**src/rtl/rr_select_arbiter.sv**
```systemverilog
// Round-robin arbiter over four level-sensitive requesters.
// It drives the select/enable pair of a 2-to-4 decoder and limits each grant to MAX_HOLD cycles.
module rr_select_arbiter #(
    parameter int unsigned MAX_HOLD = 8
) (
    input  logic       clk,
    input  logic       rst_n,
    input  logic [3:0] req,
    // "release" is a reserved word in SystemVerilog, so the port carries an _i suffix.
    input  logic       release_i,
    output logic [1:0] S,
    output logic       enable,
    output logic       timeout
);

    typedef enum logic [1:0] {
        ST_IDLE  = 2'd0,
        ST_GRANT = 2'd1,
        ST_GAP   = 2'd2
    } state_e;

    localparam logic [7:0] HOLD_LAST = 8'(MAX_HOLD - 1);

    state_e     state_q,   state_d;
    logic [1:0] last_q,    last_d;
    logic [7:0] hold_q,    hold_d;
    logic [1:0] s_q,       s_d;
    logic       enable_q,  enable_d;
    logic       timeout_q, timeout_d;

    logic       pick_valid_s;
    logic [1:0] pick_idx_s;
    logic [1:0] cand_s;
    logic       hold_hit_s;
    logic       req_drop_s;

    // Round-robin search: first set request starting just after the last grantee.
    always_comb begin
        pick_valid_s = 1'b0;
        pick_idx_s   = last_q;
        cand_s       = last_q;
        for (int k = 1; k <= 4; k++) begin
            cand_s = last_q + 2'(k);
            if (!pick_valid_s && req[cand_s]) begin
                pick_valid_s = 1'b1;
                pick_idx_s   = cand_s;
            end else begin
                pick_valid_s = pick_valid_s;
            end
        end
    end

    assign hold_hit_s = (hold_q == HOLD_LAST);
    assign req_drop_s = ~req[s_q];

    // Next-state and next-output logic for the IDLE/GRANT/GAP controller.
    always_comb begin
        state_d   = state_q;
        last_d    = last_q;
        hold_d    = hold_q;
        s_d       = s_q;
        enable_d  = enable_q;
        timeout_d = 1'b0;
        case (state_q)
            ST_IDLE, ST_GAP: begin
                if (pick_valid_s) begin
                    state_d  = ST_GRANT;
                    s_d      = pick_idx_s;
                    enable_d = 1'b1;
                    hold_d   = 8'd0;
                end else begin
                    state_d  = ST_IDLE;
                    enable_d = 1'b0;
                end
            end
            ST_GRANT: begin
                if (release_i || req_drop_s || hold_hit_s) begin
                    state_d   = ST_GAP;
                    enable_d  = 1'b0;
                    last_d    = s_q;
                    // Only a pure hold-limit revocation is reported as a timeout.
                    timeout_d = hold_hit_s && !release_i && !req_drop_s;
                end else begin
                    hold_d = hold_q + 8'd1;
                end
            end
            default: begin
                state_d  = ST_IDLE;
                enable_d = 1'b0;
            end
        endcase
    end

    // State and output registers; reset leaves last at 3 so arbitration starts at 0.
    always_ff @(posedge clk or negedge rst_n) begin
        if (!rst_n) begin
            state_q   <= ST_IDLE;
            last_q    <= 2'b11;
            hold_q    <= 8'd0;
            s_q       <= 2'b00;
            enable_q  <= 1'b0;
            timeout_q <= 1'b0;
        end else begin
            state_q   <= state_d;
            last_q    <= last_d;
            hold_q    <= hold_d;
            s_q       <= s_d;
            enable_q  <= enable_d;
            timeout_q <= timeout_d;
        end
    end

    assign S       = s_q;
    assign enable  = enable_q;
    assign timeout = timeout_q;

endmodule
```
**config.mk**
```make
export PLATFORM = sky130hd
export DESIGN_NAME = rr_select_arbiter
export DESIGN_NICKNAME = d
export VERILOG_FILES = /design/src/rtl/rr_select_arbiter.sv
export SDC_FILE = /design/constraint.sdc
export NUM_CORES = 1
export LEC_CHECK = 0
export ABC_AREA = 1
export CORE_MARGIN = 1.5
export CORE_UTILIZATION = 60
export DETAILED_ROUTE_END_ITERATION = 8
export PLACE_DENSITY = 0.85
export SLEW_MARGIN = 0
export SYNTH_ARGS = -nofsm -noshare
export SYNTH_HDL_FRONTEND = slang
export SYNTH_SLANG_ARGS = --single-unit
```
**constraint.sdc**
```tcl
create_clock -name clk -period 3.3 [get_ports clk]
set_clock_uncertainty 0.15 [all_clocks]
set_input_delay 0.99 -clock clk [delete_from_list [all_inputs] [get_ports clk]]
set_output_delay 0.99 -clock clk [all_outputs]
set_load 0.01 [all_outputs]
```
==> summary.txt <==
Outcome -> finished clean
Psw -> 0.4946 mW
Clock Power Share -> 12.5%
Largest net degree at the start of global routing -> 17
Yosys Warn Count -> 0
Clk_lat worst skew -> 0.29 ns
Max Cap Viol -> 0
Critical path fanouts, max -> 7
F_max -> 405.5 MHz
Synthesized area -> 1176 sq um
Data required, critical path -> 3.37 ns
DR iter-0 viols -> 39
Area delta synth->final -> 10.85%
Routed len/inst -> 12.00 um
Ant diodes -> 0
Hold depth -> 2
Count of cell types in the netlist -> 26
Final core utilization -> 73.12%
Measured slew at the worst slew-check pin -> 0.6923 ns
Reg clk slew, reported paths -> 0.08 ns
Seq/Total Area, Yosys -> 34.26%
Total wire length -> 2.328 mm
GRT Overall Usage -> 25.89%
Int Pwr -> 0.5317 mW
Syn nets -> 166
CP Launch Type -> input port
Final critical-path required period -> 2.466 ns
Worst hold slack -> 0.3468 ns
Final Setup Violations -> 0
Core area -> 1783 sq um
Initial Utilization -> 65.96%
Crit path cell chain -> clkdlybuf4s50_1 -> inv_1 -> nand2_1 -> nand3_1 -> nand2_1 -> nand4_1 -> nand2_1 -> nand3_1 -> nand2_1
Setup Crit Path Kind -> input port to register
Final WS setup -> 0.8337 ns
Sequential Power Share -> 31.3%
Crit path depth -> 9
CTS Hold Bufs -> 0
Die height -> 47.28 um
CTS Buf Count -> 3
I/O Buffers -> 10
CTS HTree Levels -> 1
Delay-heaviest family, CP -> simple AND/OR/NAND/NOR gates
Max Root-Sink Buffers -> 2
Clock tree sinks -> 16
Fillers -> 142
RSZ-0062 raised after global routing -> false
Sw frac -> 48.19%
Synthesized flop and latch total -> 16
Fin cells -> 194
Arrival time worst endpoint -> 2.54 ns
Syn avg cell area -> 7.444 sq um
Area after DPL -> 1267 sq um
# IOs -> 11
RD Place Congestion -> 0.8354
Tot Pwr -> 1.026 mW
First-pass GRT wire length -> 4.084 mm
Share of layout cells above drive strength 1 -> 14.79%
GRT overflow -> 0
Reg2Reg Depth -> 9
Setup bufs post-CTS -> 0
Antenna viol nets, final -> 0
Die area -> 2235 sq um
Detailed Routing Iterations Pass 1 -> 4
FP Rows -> 15
Most common cell after layout, fill and taps aside -> nand2_1
Final net count -> 178
Most frequent cells in the layout -> 53 x nand2_1, 21 x nand3_1, 16 x inv_1
Fin. Hold Viols -> 0
Combinational power share -> 56.2%
Post-cts gate resize count -> 0
Slowest cell on the critical path -> clkdlybuf4s50_1
Crit path capture type -> register
Initial antenna violation count -> 0
DRC -> 0
Setup TNS -> 0 ns
Bufs and invs on worst path -> 2
CTS Root Cell -> clkbuf_4
Peak VDD IR -> 0.6402 mV
Slew Viols, Final -> 0
Power per standard cell area -> 787.2 nW/um^2
Via Count -> 1055
Delay of the slowest critical-path stage -> 0.53 ns
Slew margin rel. -> 53.70%
Post-DP HPWL -> 1.767 mm
Most frequent CP cell -> nand2_1
Period utilization -> 74.74%
Vias/cell -> 5.438
Placed Cells -> 190
Vias in the first global route -> 986
Hold Crit Class -> register to register
P_leak -> 0.6752 nW
CTS tree -> done
Placement Setup Slack -> 0.5467 ns
Die W -> 47.28 um
Final Cell Area -> 1304 sq um
Syn Inst Count -> 158
[worst register-to-register path, delay by kind of cell (launching register included)]
family / cells / cell delay (ns)
flops: 1 / 0.69
simple gates: 8 / 0.86
buf+inv: 1 / 0.08
[Yosys cell counts, drive strengths merged]
cell type | n | area, sq um
nand4 | 2 | 12.51
o21bai | 1 | 7.510
nor3b | 3 | 22.52
a21oi | 3 | 15.01
nor3 | 1 | 5.000
nand2 | 63 | 296.5
o21ai | 5 | 36.29
buf | 4 | 47.54
dfrtp | 14 | 350.3
dfstp | 2 | 52.55
nor2 | 11 | 57.56
xor2 | 4 | 35.03
or2 | 1 | 6.260
nand3 | 24 | 135.1
and2 | 1 | 6.260
ha | 1 | 12.51
inv | 18 | 77.58
[per-layer routing]
| layer | vias up | share of wire (%) | global-route usage (%) |
|---|---|---|---|
| met5 | - | 0 | 0 |
| met4 | 0 | 0 | 6.111 |
| met3 | 0 | 5.1 | 7.692 |
| met2 | 36 | 48 | 41.62 |
| met1 | 496 | 47 | 34.20 |
| li1 | 523 | - | - |
[logic make-up after synthesis]
family	count (synthesis)	share of synthesized area [%]
xor+xnor	4	2.978
flops	16	34.26
fa+ha+maj	1	1.064
buf+inv	22	10.64
simple gates	106	46.06
compound gates	9	5.000
[cell type report]
cell class	count	area, sq um	share of cell area (%)
clock buffer	4	36.28	2.783
inverter	18	77.57	5.950
multi-input combinational	120	648.1	49.71
sequential	16	402.9	30.90
tap	25	31.28	2.399
timing repair buffer	11	107.6	8.253
[state kept, by name, summed over array words and instances (netlist names)]
name and count:
timeout 1, enable 1, hold_q 8, state_q 2
S 2, last_q 2
[worst paths after layout]
kind / start / endpoint / slack [ns]
hold / removal: enable / enable / 0.35
hold reg to reg: enable / enable / 0.35
setup reg to reg: last_q[0] / hold_q[2] / 1.40
max in group asynchronous: rst_n / S[1] / 1.59
setup / recovery: req[3] / hold_q[2] / 0.83
min in group asynchronous: rst_n / S[0] / 0.95
[power groups by stage]
stage	sequential [mW]	clock, mW	combinational, mW
2_1_floorplan	0.294	0	0.525
3_3_place_gp	0.323	0	0.556
3_5_place_dp	0.325	0	0.574
4_1_cts	0.321	0.132	0.579
5_1_grt	0.330	0.137	0.655
6_report	0.322	0.128	0.577
Note: power is estimated with default switching activity, not from simulation.
